File: config.mk
export PLATFORM = sky130hd
export DESIGN_NAME = fdiv_seq_flat
export DESIGN_NICKNAME = d
export VERILOG_FILES = /design/src/rtl/fpu_pkg.sv /design/src/rtl/fdiv_seq_if.sv /design/src/rtl/fdiv_mant_iter.sv /design/src/rtl/fdiv_seq.sv /design/src/flat_wrapper.sv
export SDC_FILE = /design/constraint.sdc
export NUM_CORES = 1
export LEC_CHECK = 0
export BUFFER_PORTS_ARGS = -buffer_cell sky130_fd_sc_hd__buf_4
export CAP_MARGIN = 20
export CORE_MARGIN = 2
export CORE_UTILIZATION = 35
export DETAILED_ROUTE_END_ITERATION = 8
export GPL_TIMING_DRIVEN = 0
export PLACE_DENSITY = 0.58
export SLEW_MARGIN = 5
export SYNTH_ARGS = -nofsm -noshare
export SYNTH_HDL_FRONTEND = slang
export SYNTH_SLANG_ARGS = --single-unit
File: constraint.sdc
create_clock -name clk -period 2.7 [get_ports clk]
set_input_delay 0.81 -clock clk [delete_from_list [all_inputs] [get_ports clk]]
set_output_delay 0.81 -clock clk [all_outputs]
set_load 0.01 [all_outputs]
File: src/rtl/fpu_pkg.sv
// Shared FPU constants and FSM state type for the sequential divider.
// Optional rounding in fdiv_seq is selected by the FDIV_ROUND_EN macro.
package fpu_pkg;

  localparam int unsigned EXP_W   = 8;
  localparam int unsigned MAN_W   = 23;
  localparam int unsigned QB      = MAN_W + 3;
  localparam int unsigned BIAS    = 127;
  localparam int unsigned EXP_MAX = 255;

  localparam logic [31:0] QNAN = 32'h7FC0_0000;

  typedef enum logic [1:0] {
    IDLE,
    DIV,
    PACK
  } state_t;

endpackage

File: src/rtl/fdiv_seq_if.sv
// Start/done request bus of the sequential divider: master drives operands,
// slave returns the quotient and flags.
interface fdiv_seq_if;

  logic        start;
  logic [31:0] a;
  logic [31:0] b;
  logic        busy;
  logic        done;
  logic [31:0] y;
  logic        error;
  logic        overflow;

  modport master (
    output start, a, b,
    input  busy, done, y, error, overflow
  );

  modport slave (
    input  start, a, b,
    output busy, done, y, error, overflow
  );

endinterface

File: src/rtl/fdiv_mant_iter.sv
// One restoring division step: subtract divisor, keep or restore, shift left.
module fdiv_mant_iter
  import fpu_pkg::*;
(
  input  logic [MAN_W+1:0] i_rem,
  input  logic [MAN_W:0]   i_div,
  output logic [MAN_W+1:0] o_rem,
  output logic             o_qbit
);

  logic [MAN_W+2:0] w_diff;

  assign w_diff = {1'b0, i_rem} - {2'b00, i_div};
  assign o_qbit = ~w_diff[MAN_W+2];
  // Top bit of the kept value is always zero, so the shift drops nothing.
  assign o_rem  = (o_qbit ? w_diff[MAN_W+1:0] : i_rem) << 1;

endmodule

File: src/rtl/fdiv_seq.sv
// Iterative IEEE-754 single-precision divider, one quotient bit per clock.
// Define FDIV_ROUND_EN for round-to-nearest-even; default build truncates.
module fdiv_seq
  import fpu_pkg::*;
(
  input  logic       clk,
  input  logic       rst_n,
  fdiv_seq_if.slave  bus
);

  state_t              r_state;
  logic [4:0]          r_step;
  logic                r_sign;
  logic [EXP_W-1:0]    r_ea;
  logic [EXP_W-1:0]    r_eb;
  logic [MAN_W-1:0]    r_fa;
  logic [MAN_W-1:0]    r_fb;
  logic signed [9:0]   r_exp;
  logic [MAN_W+1:0]    r_rem;
  logic [MAN_W:0]      r_div;
  logic [QB-1:0]       r_q;
  logic                r_busy;
  logic                r_done;
  logic [31:0]         r_y;
  logic                r_err;
  logic                r_ovf;

  logic [MAN_W+1:0]    w_rem_nxt;
  logic                w_qbit;
  logic [QB-2:0]       w_norm;
  logic signed [9:0]   w_exp_n;
  logic signed [9:0]   w_exp_f;
  logic [MAN_W-1:0]    w_frac;
  logic [31:0]         w_y;
  logic                w_err;
  logic                w_ovf;

  fdiv_mant_iter u_iter (
    .i_rem  (r_rem),
    .i_div  (r_div),
    .o_rem  (w_rem_nxt),
    .o_qbit (w_qbit)
  );

  assign w_norm  = r_q[QB-1] ? r_q[QB-2:0] : {r_q[QB-3:0], 1'b0};
  assign w_exp_n = r_q[QB-1] ? r_exp : r_exp - 10'sd1;

`ifdef FDIV_ROUND_EN
  logic          w_sticky;
  logic          w_rup;
  logic [MAN_W:0] w_mant_r;

  assign w_sticky = |r_rem;
  assign w_rup    = w_norm[1] & (w_norm[0] | w_sticky | w_norm[2]);
  assign w_mant_r = {1'b0, w_norm[QB-2:2]} + {{MAN_W{1'b0}}, w_rup};
  assign w_frac   = w_mant_r[MAN_W-1:0];
  // Carry out of the mantissa leaves w_frac at zero and bumps the exponent.
  assign w_exp_f  = w_mant_r[MAN_W] ? w_exp_n + 10'sd1 : w_exp_n;
`else
  logic w_unused_grs;

  assign w_frac       = w_norm[QB-2:2];
  assign w_exp_f      = w_exp_n;
  assign w_unused_grs = ^w_norm[1:0];
`endif

  always_comb begin
    w_y   = {r_sign, w_exp_f[EXP_W-1:0], w_frac};
    w_err = 1'b0;
    w_ovf = 1'b0;
    if (r_ea == EXP_W'(EXP_MAX) || r_eb == EXP_W'(EXP_MAX)) begin
      w_y   = QNAN;
      w_err = 1'b1;
    end else if (r_eb == '0) begin
      w_y   = {r_sign, {EXP_W{1'b1}}, {MAN_W{1'b0}}};
      w_err = 1'b1;
    end else if (r_ea == '0) begin
      w_y   = {r_sign, 31'd0};
    end else if (w_exp_f > 10'sd254) begin
      w_y   = {r_sign, {EXP_W{1'b1}}, {MAN_W{1'b0}}};
      w_ovf = 1'b1;
    end else if (w_exp_f < 10'sd1) begin
      w_y   = {r_sign, 31'd0};
    end
  end

  always_ff @(posedge clk or negedge rst_n) begin
    if (!rst_n) begin
      r_state <= IDLE;
      r_step  <= '0;
      r_sign  <= 1'b0;
      r_ea    <= '0;
      r_eb    <= '0;
      r_fa    <= '0;
      r_fb    <= '0;
      r_exp   <= '0;
      r_rem   <= '0;
      r_div   <= '0;
      r_q     <= '0;
      r_busy  <= 1'b0;
      r_done  <= 1'b0;
      r_y     <= '0;
      r_err   <= 1'b0;
      r_ovf   <= 1'b0;
    end else begin
      case (r_state)
        IDLE: begin
          r_done <= 1'b0;
          // busy still covers the done cycle, so a start there is not taken.
          if (r_busy) begin
            r_busy <= 1'b0;
          end else if (bus.start) begin
            r_busy  <= 1'b1;
            r_sign  <= bus.a[31] ^ bus.b[31];
            r_ea    <= bus.a[30:23];
            r_eb    <= bus.b[30:23];
            r_fa    <= bus.a[22:0];
            r_fb    <= bus.b[22:0];
            r_step  <= '0;
            r_state <= DIV;
          end
        end
        DIV: begin
          // Step 0 is the unpack cycle; steps 1..QB each retire one quotient bit.
          if (r_step == '0) begin
            r_rem <= {2'b01, r_fa};
            r_div <= {1'b1, r_fb};
            r_exp <= $signed({2'b00, r_ea}) - $signed({2'b00, r_eb}) + $signed(10'(BIAS));
            r_q   <= '0;
          end else begin
            r_rem <= w_rem_nxt;
            r_q   <= {r_q[QB-2:0], w_qbit};
          end
          if (r_step == 5'(QB)) begin
            r_state <= PACK;
          end
          r_step <= r_step + 5'd1;
        end
        PACK: begin
          r_y     <= w_y;
          r_err   <= w_err;
          r_ovf   <= w_ovf;
          r_done  <= 1'b1;
          r_state <= IDLE;
        end
        default: r_state <= IDLE;
      endcase
    end
  end

  assign bus.busy     = r_busy;
  assign bus.done     = r_done;
  assign bus.y        = r_y;
  assign bus.error    = r_err;
  assign bus.overflow = r_ovf;

endmodule

File: src/flat_wrapper.sv
// flat-port wrapper written by rule: the top's interface ports become plain ports
module fdiv_seq_flat import fpu_pkg::*;
  (clk, rst_n, bus_start, bus_a, bus_b, bus_busy, bus_done, bus_y, bus_error, bus_overflow);
  fdiv_seq_if bus_i ();
  input  logic clk;
  input  logic rst_n;
  input wire logic [$bits(bus_i.start)-1:0] bus_start;
  input wire logic [$bits(bus_i.a)-1:0] bus_a;
  input wire logic [$bits(bus_i.b)-1:0] bus_b;
  output wire logic [$bits(bus_i.busy)-1:0] bus_busy;
  output wire logic [$bits(bus_i.done)-1:0] bus_done;
  output wire logic [$bits(bus_i.y)-1:0] bus_y;
  output wire logic [$bits(bus_i.error)-1:0] bus_error;
  output wire logic [$bits(bus_i.overflow)-1:0] bus_overflow;
  assign bus_i.start = bus_start;
  assign bus_i.a = bus_a;
  assign bus_i.b = bus_b;
  assign bus_busy = bus_i.busy;
  assign bus_done = bus_i.done;
  assign bus_y = bus_i.y;
  assign bus_error = bus_i.error;
  assign bus_overflow = bus_i.overflow;
  fdiv_seq u_core (.clk(clk), .rst_n(rst_n), .bus(bus_i));
endmodule
## Word-level counts from Yosys, hierarchy flattened

Cells that the tools add are included.

- Flip-flop bits (word level): 191
- Latch bits: 0
- RAM bits: 0
- Bits in read-only memories: 0
- Input port bits: 67
- Output and inout bits: 36
- Memories: 0

- Add/subtract/negate cells: 5
- Multipliers: 0
- Div/mod/pow operators: 0
- $lt $le $gt $ge: 2
- Equality and inequality tests: 8
- Shifts and indexed selects: 0
- Mux-type cells: 26
- Bitwise logic cells: 3
- Reduce and logical (&&, ||, !) cells: 11

Operators with widths:

| operator | count |
|---|---|
| $mux W31 | 4 |
| $mux W25 | 2 |
| $mux W32 | 1 |
| $mux W26 | 1 |
| $sub A25 B24 Y26 | 1 |
| $mux W24 | 1 |
| $eq A8 B8 Y1 const B | 2 |
| $logic_not A8 Y1 | 2 |
| $add A10 B8 Y10 const B | 1 |
| $gt A10 B9 Y1 const B | 1 |
| $lt A10 B2 Y1 const B | 1 |
| $mux W10 | 1 |
| $mux W5 | 2 |
| $pmux W5 S2 | 1 |
| $sub A10 B2 Y10 const B | 1 |
| $reduce_and A3 Y1 | 3 |
| $sub A8 B8 Y9 | 1 |
| $mux W1 | 8 |
| $mux W2 | 3 |
| $add A5 B1 Y5 const B | 1 |
| $eq A5 B5 Y1 const B | 1 |
| $logic_not A5 Y1 | 1 |
| $ne A2 B2 Y1 const B | 2 |
| $pmux W2 S2 | 1 |
| 10 further kinds | 12 |

## Depth between registers and ports, before layout

Gate-level depths: netlist of run 1.

- Word-level depth: 8
- Gate-level depth with buffers: 14
- Mapped depth without buffers: 12

## Cells and area by module

Synthesis of run 1 repeated with hierarchy kept, for this count alone.

- Cells, all modules: 1101
- Area, all modules: 10684.0 µm²

Modules (own cells, without submodules):

| module | instances | cells each | area an instance (µm²) |
|---|---|---|---|
| fdiv_seq | 1 | 855 | 8708.4 |
| fdiv_mant_iter | 1 | 246 | 1975.6 |

## Worst setup path after synthesis of run 1

OpenSTA, ideal clock, no wires.

- Path kind: register -> register
- Start: reg u_core.r_exp[0]
- End: reg u_core.r_y[10] (netlist: u_core.bus.y[10])
- Setup time: 0.119 ns
- Arrival time: 2.744 ns
- Required time: 2.581 ns
- Slack: -0.163 ns
- Cell stages (with the launch flop): 12
- Path through: dfrtp_1 > inv_1 > ha_1 > or4b_4 > or3_4 > xor2_1 > o21ai_2 > or4_1 > o211ai_2 > or2_4 > buf_12 > o21ai_2

- Cells in the longest elaborated chain, start to end: 8

Ends and longest elaborated chain:

| element | line | source |
|---|---|---|
| start: declaration | fdiv_seq.sv:18 | `logic signed [9:0] r_exp;` |
| start signal: assignment | fdiv_seq.sv:128 | `r_exp <= $signed({2'b00, r_ea}) - $signed({2'b00, r_eb}) + $signed(10'(BIAS));` |
| $sub A10 B2 Y10 | fdiv_seq.sv:46 | `assign w_exp_n = r_q[QB-1] ? r_exp : r_exp - 10'sd1;` |
| $mux W10 (*) | fdiv_seq.sv:46 |  |
| $lt A10 B2 Y1 | fdiv_seq.sv:82 | `end else if (w_exp_f < 10'sd1) begin` |
| $mux W31 | fdiv_seq.sv:82 |  |
| $mux W31 (*) | fdiv_seq.sv:79 | `end else if (w_exp_f > 10'sd254) begin` |
| $mux W31 (*) | fdiv_seq.sv:77 | `end else if (r_ea == '0) begin` |
| $mux W31 (*) | fdiv_seq.sv:74 | `end else if (r_eb == '0) begin` |
| $mux W32 (*) | fdiv_seq.sv:71 | `if (r_ea == EXP_W'(EXP_MAX) \|\| r_eb == EXP_W'(EXP_MAX)) begin` |
| end signal: assignment | fdiv_seq.sv:140 | `r_y <= w_y;` |
| end: declaration | fdiv_seq.sv:24 | `logic [31:0] r_y;` |

Every way passes the cells marked *; elsewhere a longest branch is shown, timed or not.
A chain may end at the register's enable or synchronous reset.

## Final worst setup path of run 1

- Start: reg u_core.r_exp[1]
- End: reg u_core.r_y[6] (netlist: u_core.bus.y[6])

The elaborated chain is that of the path after synthesis.

==> results.cfg, run 1 <==
[synthesis]
synthArstFlopShare_pct = 100
ys_seq_area_share_pct = 47.0
synth_seq_cells = 191
synth.net_count = 1264
ys_types = 67
postSynthCellCount = 1158
netlist_area_mm2 = 0.0102
synth_area_per_cell_um2 = 8.79
synth_area_leaders = dfrtp_1 (47%), nand2_1 (13%), o21ai_0 (5.7%)
yosys-top-cells-count = nand2_1 (339), dfrtp_1 (191), o21ai_0 (116)
synthFlopType = dfrtp_1
synth_edf_count = 0
synth_top_area_share_pct = 47.0
yosys_warnings = 0
synth_top_cell_by_area = dfrtp_1
synth.most_common_cell = nand2_1

[placed_design]
hpwlAfterDp_um = 19800
gp_congestion = 0.918
place.port_buffers = 102
placed_area_mm2 = 0.0115

[route]
drt-pass1-iter-count = 5
met2WireLength_um = 13200
post_drt_via_cell_ratio = 5.02
drc_errors = 0
wl_um = 27800
wl_met1_um = 13200
wl_per_cell_um = 16.3
num_vias = 8553
ant_nets = 0
drt_iter0_drc = 560
met3_length_um = 888
top_layer_used = met4

[cts]
hold_buffers = 0
cts.path.max_buffers = 2
root_buffer = clkbuf_16
h-tree-depth = 4
insertion_delay_ns = 0.45
cts.sinks = 191
clk_transition_reported_paths_ns = 0.08
cts_buffers = 17
cts_tree = done

[pwr]
vdd_ir_drop_max_mv = 0.639
comb_power_share_pct = 59.3
p_clk_share_pct = 13.8
p_switching_mw = 8.17
p_int_mw = 10.2
sw_frac_of_total_pct = 44.4
p_seq_share_pct = 26.9
p_per_area_mw_per_mm2 = 1450
leakagePower_nw = 5.77

[setup_path]
path_class = register to register
arrival_ns = 3.17
critical_path_required_ns = 3.03
cp-start-kind = register
critPathCaptureType = register
worstPathMaxFanout = 10

[grt]
grt_antenna_before_repair = 0
grt_max_degree = 98
grt_pass1_wl_um = 44100
grt-ovfl-total = 0
grt_pass1_vias = 8235
grt_usage_pct = 18.2

[floorplan]
io_pins = 103
row_count = 62
dieArea_mm2 = 0.0305
core_mm2 = 0.0287
die_w_um = 175
initial_core_util_pct = 35.4
die_h_um = 175

[sta]
worstMarginPinSlew_ns = 0.775
period_minus_slack_ns = 2.83
setup_viol = 23
finalHoldViolations = 0
max_freq_mhz = 353
min_period_over_period_pct = 105
slew_viol_final = 0
max-slew-margin-rel_pct = 48.4
rsz0062_at_grt = yes
skew_ns = 0.0161
layout_setup_ws_ns = -0.135
holdWs_ns = 0.347

[outcome]
failed_checks = negative setup slack
status = complete, but fails checks

[finish]
antenna_cells = 0
final_area_mm2 = 0.0127
areaGrowthSynthToFinish_pct = 24.8
drive_gt1_share_pct = 21.1
fin_nets = 1413

[hold_path]
min_path_type = primary input to async pin

[run]
drv_cap = 0
-- logic make-up (layout without fill, tap and decap cells) --
kind of cell	Yosys count	count (layout)	share of synthesized area (%)
multiplexers	33	33	3.27
buffers and inverters	109	271	4.54
XOR/XNOR	40	40	3.44
AO/OA/AOI/OAI	269	269	16.6
AND/OR/NAND/NOR	477	477	20.2
flip-flops	191	191	47.0
adder cells (fa/ha/maj)	39	39	4.94
-- cells in the final DEF (no fill, tap or decap), types with 4 or more instances in the layout --
master and count:
inv_1 41, nand3_1 15, dfrtp_1 188, or3_1 6, xnor2_1 25, ha_1 23, clkbuf_16 17, xor2_1 13
nand4_1 12, nor3_1 10, a21oi_1 33, and3_1 4, nor4_1 5, buf_6 6, ha_4 11, a211oi_2 4
nor2b_1 4, buf_4 132, nand2b_1 7, clkinv_4 4, inv_2 6, nor2_1 40, a31oi_1 9, mux2i_1 31
a211oi_1 11, o21ai_1 4, a21o_1 12, o21ai_0 111, o211ai_1 12, nand2_1 338, clkbuf_1 39, clkbuf_2 5
o21a_1 12, o21ai_2 22
-- worst max-delay path: stages (launching register included) --
cell and delay [ns]:
dfrtp_2 0.43, inv_2 0.07, ha_4 0.14, or4b_4 0.49
or3_4 0.41, xor2_2 0.15, o21ai_2 0.08, or4_4 0.45
o211ai_4 0.10, or2_4 0.20, buf_12 0.15, o21ai_2 0.05
-- power by group through the flow --
stage                     Clock (mW)  Combinational (mW)  Sequential [mW]
after floorplan                    0                6.96             4.71
after global placement             0                9.01             4.92
after detailed placement           0                9.15             4.96
after CTS                       2.59                9.62             4.90
after global routing            2.71                12.1             5.09
final                           2.54                10.9             4.94
-- sequential cells by signal, summed over array words and instances, names as in the netlist, 2 cells and up --
signal          cells
u_core.bus.y       32
u_core.r_q         26
u_core.r_rem       25
u_core.r_div       24
u_core.r_fa        23
u_core.r_fb        23
u_core.r_exp       10
u_core.r_ea         8
u_core.r_eb         8
u_core.r_step       5
u_core.r_state      2
-- per-stage QoR --
stage               worst slack [ns]  instances  total power [mW]  util [%]  setup TNS [ns]
global placement              -0.742       1644              13.9      39.8         -159.87
CTS                           -0.116       1681              17.1      42.7           -2.17
finish                        -0.135       1704              18.4      44.2           -2.56
detailed placement            -0.696       1647              14.1      40.0          -22.28
floorplan                    -0.0495       1158              11.7         -          -0.990
global route                  -0.192       1704              19.9      44.2           -4.23
-- path summary, 6_finish.rpt --
path | start | depth (start not counted) | slack (ns) | to
min reg2reg | u_core.r_div[23] | 2 | 0.46 | u_core.r_div[23]
max reg2reg | u_core.r_exp[1] | 11 | -0.13 | u_core.bus.y[6]
min | rst_n | 1 | 0.35 | u_core.bus.y[30]
min in group clk | u_core.r_div[23] | 2 | 0.46 | u_core.r_div[23]
max in group asynchronous | rst_n | 2 | 1.42 | u_core.r_rem[16]
max | u_core.r_exp[1] | 11 | -0.13 | u_core.bus.y[6]
-- repair_timing --
item,CTS,global route
resized for setup,33,70
buffers inserted,6,24
pin swaps,4,33
setup endpoints to repair,60,91
-- layout make-up --
class | instances | area (um2)
fill | 2860 | 16000
multi-input combinational | 858 | 5320
sequential | 191 | 4780
timing repair buffer | 135 | 1050
tap | 384 | 480
clock buffer | 18 | 439
buffer | 57 | 300
inverter | 47 | 176
clock inverter | 14 | 150
-- layer usage --
metal | vias to the layer above | global-route usage (%)
met4 | 0 | 4.55
met3 | 33 | 2.52
li1 | 4247 | -
met2 | 150 | 30.1
met1 | 4123 | 25.3
met5 | - | 0
No activity file was read; power rests on OpenSTA's default activity.
==> run 2: changes to the inputs <==
PLACE_DENSITY = 0.56   (was 0.58)
clock period = 3.35 ns   (was 2.7 ns; I/O delays follow)
==> run 2 against run 1 <==
Effect of this change:
- the flow now finishes without violations
- first-iteration DRC count fell by 19%
- cell count fell by 1.5%
- setup slack improved by 0.30 ns
- clock power fell by 22%
- register-to-register slack improved by 0.30 ns
- combinational power fell by 32%
- global-route usage fell by 0.21 points
- power fell by 27%
- die area did not move
- critical path type unchanged
- largest cell class unchanged
==> results.cfg, run 2 (synthesis gave the netlist of run 1 again) <==
[placed_design]
gp_congestion = 0.886
place.port_buffers = 102
dpl.cell_count = 1647
placed_area_mm2 = 0.0115
hpwlAfterDp_um = 19700
pre_cts_slack_ns = -0.00216

[setup_path]
ff2ff_setup_slack_ns = 0.17
endpoint = u_core.bus.y[5]
cp-start-kind = register
critical_path_required_ns = 3.68
r2r_end = u_core.bus.y[5]
r2r_start = u_core.r_exp[0]
worstPathMaxFanout = 10
reg2reg_depth = 11
path_class = register to register
startpoint = u_core.r_exp[0]
arrival_ns = 3.51
critPathCaptureType = register

[sta]
setup_viol = 0
worstMarginPinSlew_ns = 0.772
min_period_over_period_pct = 95.1
max-slew-margin-rel_pct = 48.5
rsz0062_at_grt = no
holdWs_ns = 0.472
finalHoldViolations = 0
slew_viol_final = 0
max_freq_mhz = 314
skew_ns = 0.0163
layout_setup_ws_ns = 0.165
period_minus_slack_ns = 3.18

[pwr]
power_mw = 13.4
leakagePower_nw = 5.56
vdd_ir_drop_max_mv = 0.540
p_per_area_mw_per_mm2 = 1110

[cts]
h-tree-depth = 4
cts_buffers = 17
root_buffer = clkbuf_16
hold_buffers = 0
cts.sinks = 191
cts_tree = done
cts.path.max_buffers = 2
insertion_delay_ns = 0.44
clk_transition_reported_paths_ns = 0.07

[outcome]
status = complete, no violations

[finish]
final_cell_mix = nand2_1 (339), dfrtp_1 (191), o21ai_0 (116)
fin_nets = 1387
drive_gt1_share_pct = 14.5
fin_cells = 1678
final_common_cell = nand2_1
areaGrowthSynthToFinish_pct = 18.6
largest_register_ffs = 32
final_area_mm2 = 0.0121
antenna_cells = 0

[floorplan]
io_pins = 103
dieArea_mm2 = 0.0305
die_w_um = 175
row_count = 62
initial_core_util_pct = 35.4
core_mm2 = 0.0287
die_h_um = 175

[grt]
grt_pass1_wl_um = 43700
grt-ovfl-total = 0
grt_usage_pct = 18.0
grt_antenna_before_repair = 0
grt_pass1_vias = 8242
grt_max_degree = 97

[route]
num_vias = 8344
drt-pass1-iter-count = 4
drc_errors = 0
wl_per_cell_um = 15.9
drt_iter0_drc = 455
post_drt_via_cell_ratio = 4.97
wl_um = 26600
ant_nets = 0

[run]
drv_cap = 0

[hold_path]
min_path_type = register to register
run 2: cell count changes in the layout (fill, tap and decap cells not counted), sizes merged:
cell and delta:
clkinvlp +1, clkbuf +4, clkinv +2, buf -31, inv -2
run 2: worst min-delay path by stage:
| stage | start | end | slack (ns) | cells past startpoint |
|---|---|---|---|---|
| after floorplan | u_core.r_div[23] | u_core.r_div[23] | 0.42 | 2 |
| after global placement | u_core.r_div[23] | u_core.r_div[23] | 0.45 | 2 |
| after detailed placement | u_core.r_fa[9] | u_core.r_fa[9] | 0.46 | 2 |
| after CTS | u_core.bus.overflow | u_core.bus.overflow | 0.47 | 2 |
| after global routing | u_core.bus.error | u_core.bus.error | 0.50 | 1 |
| final | u_core.r_fa[9] | u_core.r_fa[9] | 0.47 | 2 |
run 2: power breakdown:
group / switching [mW] / leakage, nW / internal (mW) / total, mW
Clock: 1.01 / 0.272 / 0.988 / 1.99
Sequential: 0.694 / 2.45 / 3.26 / 3.95
Combinational: 4.35 / 2.84 / 3.09 / 7.43
run 2: routing by layer:
| metal | part of all wire, % | up-vias | wire [um] | track usage (%) |
|---|---|---|---|---|
| met5 | 0 | - | 0 | 0 |
| met4 | 1.4 | 0 | 370 | 4.27 |
| met3 | 3.2 | 19 | 843 | 2.45 |
| met2 | 48 | 136 | 12700 | 30.3 |
| met1 | 48 | 3989 | 12700 | 24.7 |
| li1 | - | 4200 | - | - |
run 2: timing repair:
item | CTS | global route
setup buffers | 0 | 0
setup endpoints to repair | 3 | 23
resized for setup | 2 | 1
run 2: final cells by class:
type | instances | area, um2
fill | 2946 | 16600
timing repair buffer | 105 | 820
inverter | 47 | 176
clock buffer | 17 | 425
tap | 384 | 480
sequential | 191 | 4780
multi-input combinational | 858 | 4950
clock inverter | 15 | 155
buffer | 61 | 284
run 2: through the flow:
stage	TNS (ns)	utilization, %
2_1_floorplan	0	-
3_3_place_gp	-19.17	39.8
3_5_place_dp	-0.00216	40.0
4_1_cts	0	42.0
5_1_grt	0	42.1
6_report	0	42.1
run 2: worst max-delay path, stage by stage (launching register included):
cell and delay, ns:
dfrtp_1 0.46, inv_1 0.14, ha_1 0.23, or4b_4 0.52, or3_4 0.36, xor2_1 0.18, o21ai_2 0.09, or4_1 0.55
o211ai_2 0.12, or2_4 0.21, buf_12 0.15, o21ai_2 0.06
==> run 3: changes to the inputs <==
BUFFER_PORTS_ARGS = unset   (was -buffer_cell sky130_fd_sc_hd__buf_4)
DONT_BUFFER_PORTS = 1   (was unset)
PLACE_DENSITY = 0.53   (was 0.56)
==> run 3 against run 2 <==
Effect of this change:
- largest cell class unchanged
- sequential cell count unchanged
- maximum frequency increased by 1.9%
- hold slack got worse by 0.20 ns
- first-iteration DRC count increased by 15%
- count of clock-buffer cells in the layout unchanged
- setup slack improved by 0.059 ns
- utilization decreased by 2.7 points
- sequential power increased by 1%
==> results.cfg, run 3 (synthesis gave the netlist of run 1 again) <==
[finish]
final_common_cell = nand2_1
drive_gt1_share_pct = 6.97
multi_input_area_mm2 = 0.00495
seq_area_mm2 = 0.00478
largest_register_ffs = 32
antenna_cells = 0
areaGrowthSynthToFinish_pct = 10.9
final_cell_mix = nand2_1 (339), dfrtp_1 (191), o21ai_0 (116)
fin_cells = 1575
fin_nets = 1284
post-route-util_pct = 39.3
fillCellCount = 2980
final_area_mm2 = 0.0113

[grt]
grt_pass1_vias = 7969
grt_pass1_wl_um = 43400
grt_antenna_before_repair = 0
grt-ovfl-total = 0
grt_usage_pct = 18.1
grt_max_degree = 192

[setup_path]
worstPathMaxFanout = 10
critical_path_required_ns = 3.68
critPathCaptureType = register
cp-start-kind = register
arrival_ns = 3.45
path_class = register to register

[route]
post_drt_via_cell_ratio = 5.09
ant_nets = 0
drt-pass1-iter-count = 5
wl_per_cell_um = 17.0
drt_iter0_drc = 522
drc_errors = 0
num_vias = 8024
wl_um = 26700

[cts]
hold_buffers = 0
insertion_delay_ns = 0.44
cts_tree = done
cts_resized = 2
cts.sinks = 191
clk_transition_reported_paths_ns = 0.08
h-tree-depth = 4
cts.path.max_buffers = 2
root_buffer = clkbuf_16
cts_buffers = 17
post_cts_buffers = 0

[placed_design]
pre_cts_slack_ns = -0.0668
dpl.cell_count = 1544
place.port_buffers = 0
placed_area_mm2 = 0.0107
hpwlAfterDp_um = 19600
gp_congestion = 0.900

[sta]
rsz0062_at_grt = no
holdWs_ns = 0.268
setup_viol = 0
skew_ns = 0.0183
max-slew-margin-rel_pct = 47.0
finalSetupTns_ns = 0
period_minus_slack_ns = 3.13
worstMarginPinSlew_ns = 0.795
layout_setup_ws_ns = 0.224
max_freq_mhz = 320
slew_viol_final = 0
min_period_over_period_pct = 93.3
finalHoldViolations = 0

[run]
drv_cap = 0

[floorplan]
die_h_um = 175
initial_core_util_pct = 35.4
die_w_um = 175
row_count = 62
io_pins = 103
dieArea_mm2 = 0.0305
core_mm2 = 0.0287

[pwr]
power_mw = 13.3
sw_frac_of_total_pct = 45.2
comb_power_share_pct = 54.1
p_clk_share_pct = 15.8
p_seq_share_pct = 30.1
leakagePower_nw = 5.05
p_switching_mw = 5.99
vdd_ir_drop_max_mv = 0.536
p_per_area_mw_per_mm2 = 1180
p_int_mw = 7.28

[hold_path]
min_path_type = primary input to async pin

[outcome]
status = complete, no violations
[run 3: cell types whose count changed in the layout (fill, tap and decap cells not counted)]
cell,before,now
inv_8,2,3
bufinv_16,0,1
buf_1,3,4
clkinv_2,0,2
buf_4,102,1
buf_2,5,4
clkinvlp_4,3,0
inv_6,1,2
clkinv_4,6,4
buf_16,1,0
buf_8,1,0
[run 3: power by group through the flow]
stage | combinational, mW | sequential, mW | clock [mW]
floorplan | 5.60 | 3.80 | 0
finish | 7.18 | 3.99 | 2.10
detailed placement | 7.15 | 4.04 | 0
CTS | 7.20 | 3.99 | 2.15
global placement | 7.06 | 4.01 | 0
global route | 8.13 | 4.12 | 2.24
[run 3: worst paths after layout]
| check | start | end | slack [ns] | cells after the start |
|---|---|---|---|---|
| worst min-delay path | rst_n | u_core.bus.y[30] | 0.27 | 0 |
| max in group asynchronous | rst_n | u_core.r_rem[15] | 2.76 | 0 |
| worst min register to register | u_core.r_div[23] | u_core.r_div[23] | 0.46 | 2 |
| min in group clk | u_core.r_div[23] | u_core.r_div[23] | 0.46 | 2 |
| worst max register to register | u_core.r_exp[0] | u_core.bus.y[6] | 0.22 | 11 |
| worst max-delay path | u_core.r_exp[0] | u_core.bus.y[6] | 0.22 | 11 |
[run 3: metal layers]
layer	vias up	track usage [%]	wire length [um]
li1	3988	-	-
met1	3842	24.3	12300
met2	160	29.6	12500
met3	34	3.50	1250
met4	0	5.38	578
met5	-	0	0
[run 3: critical path, cell delays in order (launching register included)]
cell and delay (ns):
dfrtp_1 0.46, inv_1 0.13, ha_1 0.22, or4b_4 0.52, or3_4 0.36, xor2_1 0.17, o21ai_2 0.08, or4_1 0.55
o211ai_2 0.12, or2_4 0.20, buf_12 0.15, o21ai_2 0.06
[run 3: cell type report]
| cell class | count | share of cell area, % |
|---|---|---|
| Inverter | 47 | 1.56 |
| Buffer | 61 | 2.50 |
| Tap cell | 384 | 4.26 |
| Clock buffer | 17 | 3.77 |
| Clock inverter | 15 | 1.55 |
| Timing Repair Buffer | 2 | 0.166 |
| Multi-Input combinational cell | 858 | 43.8 |
| Sequential cell | 191 | 42.3 |
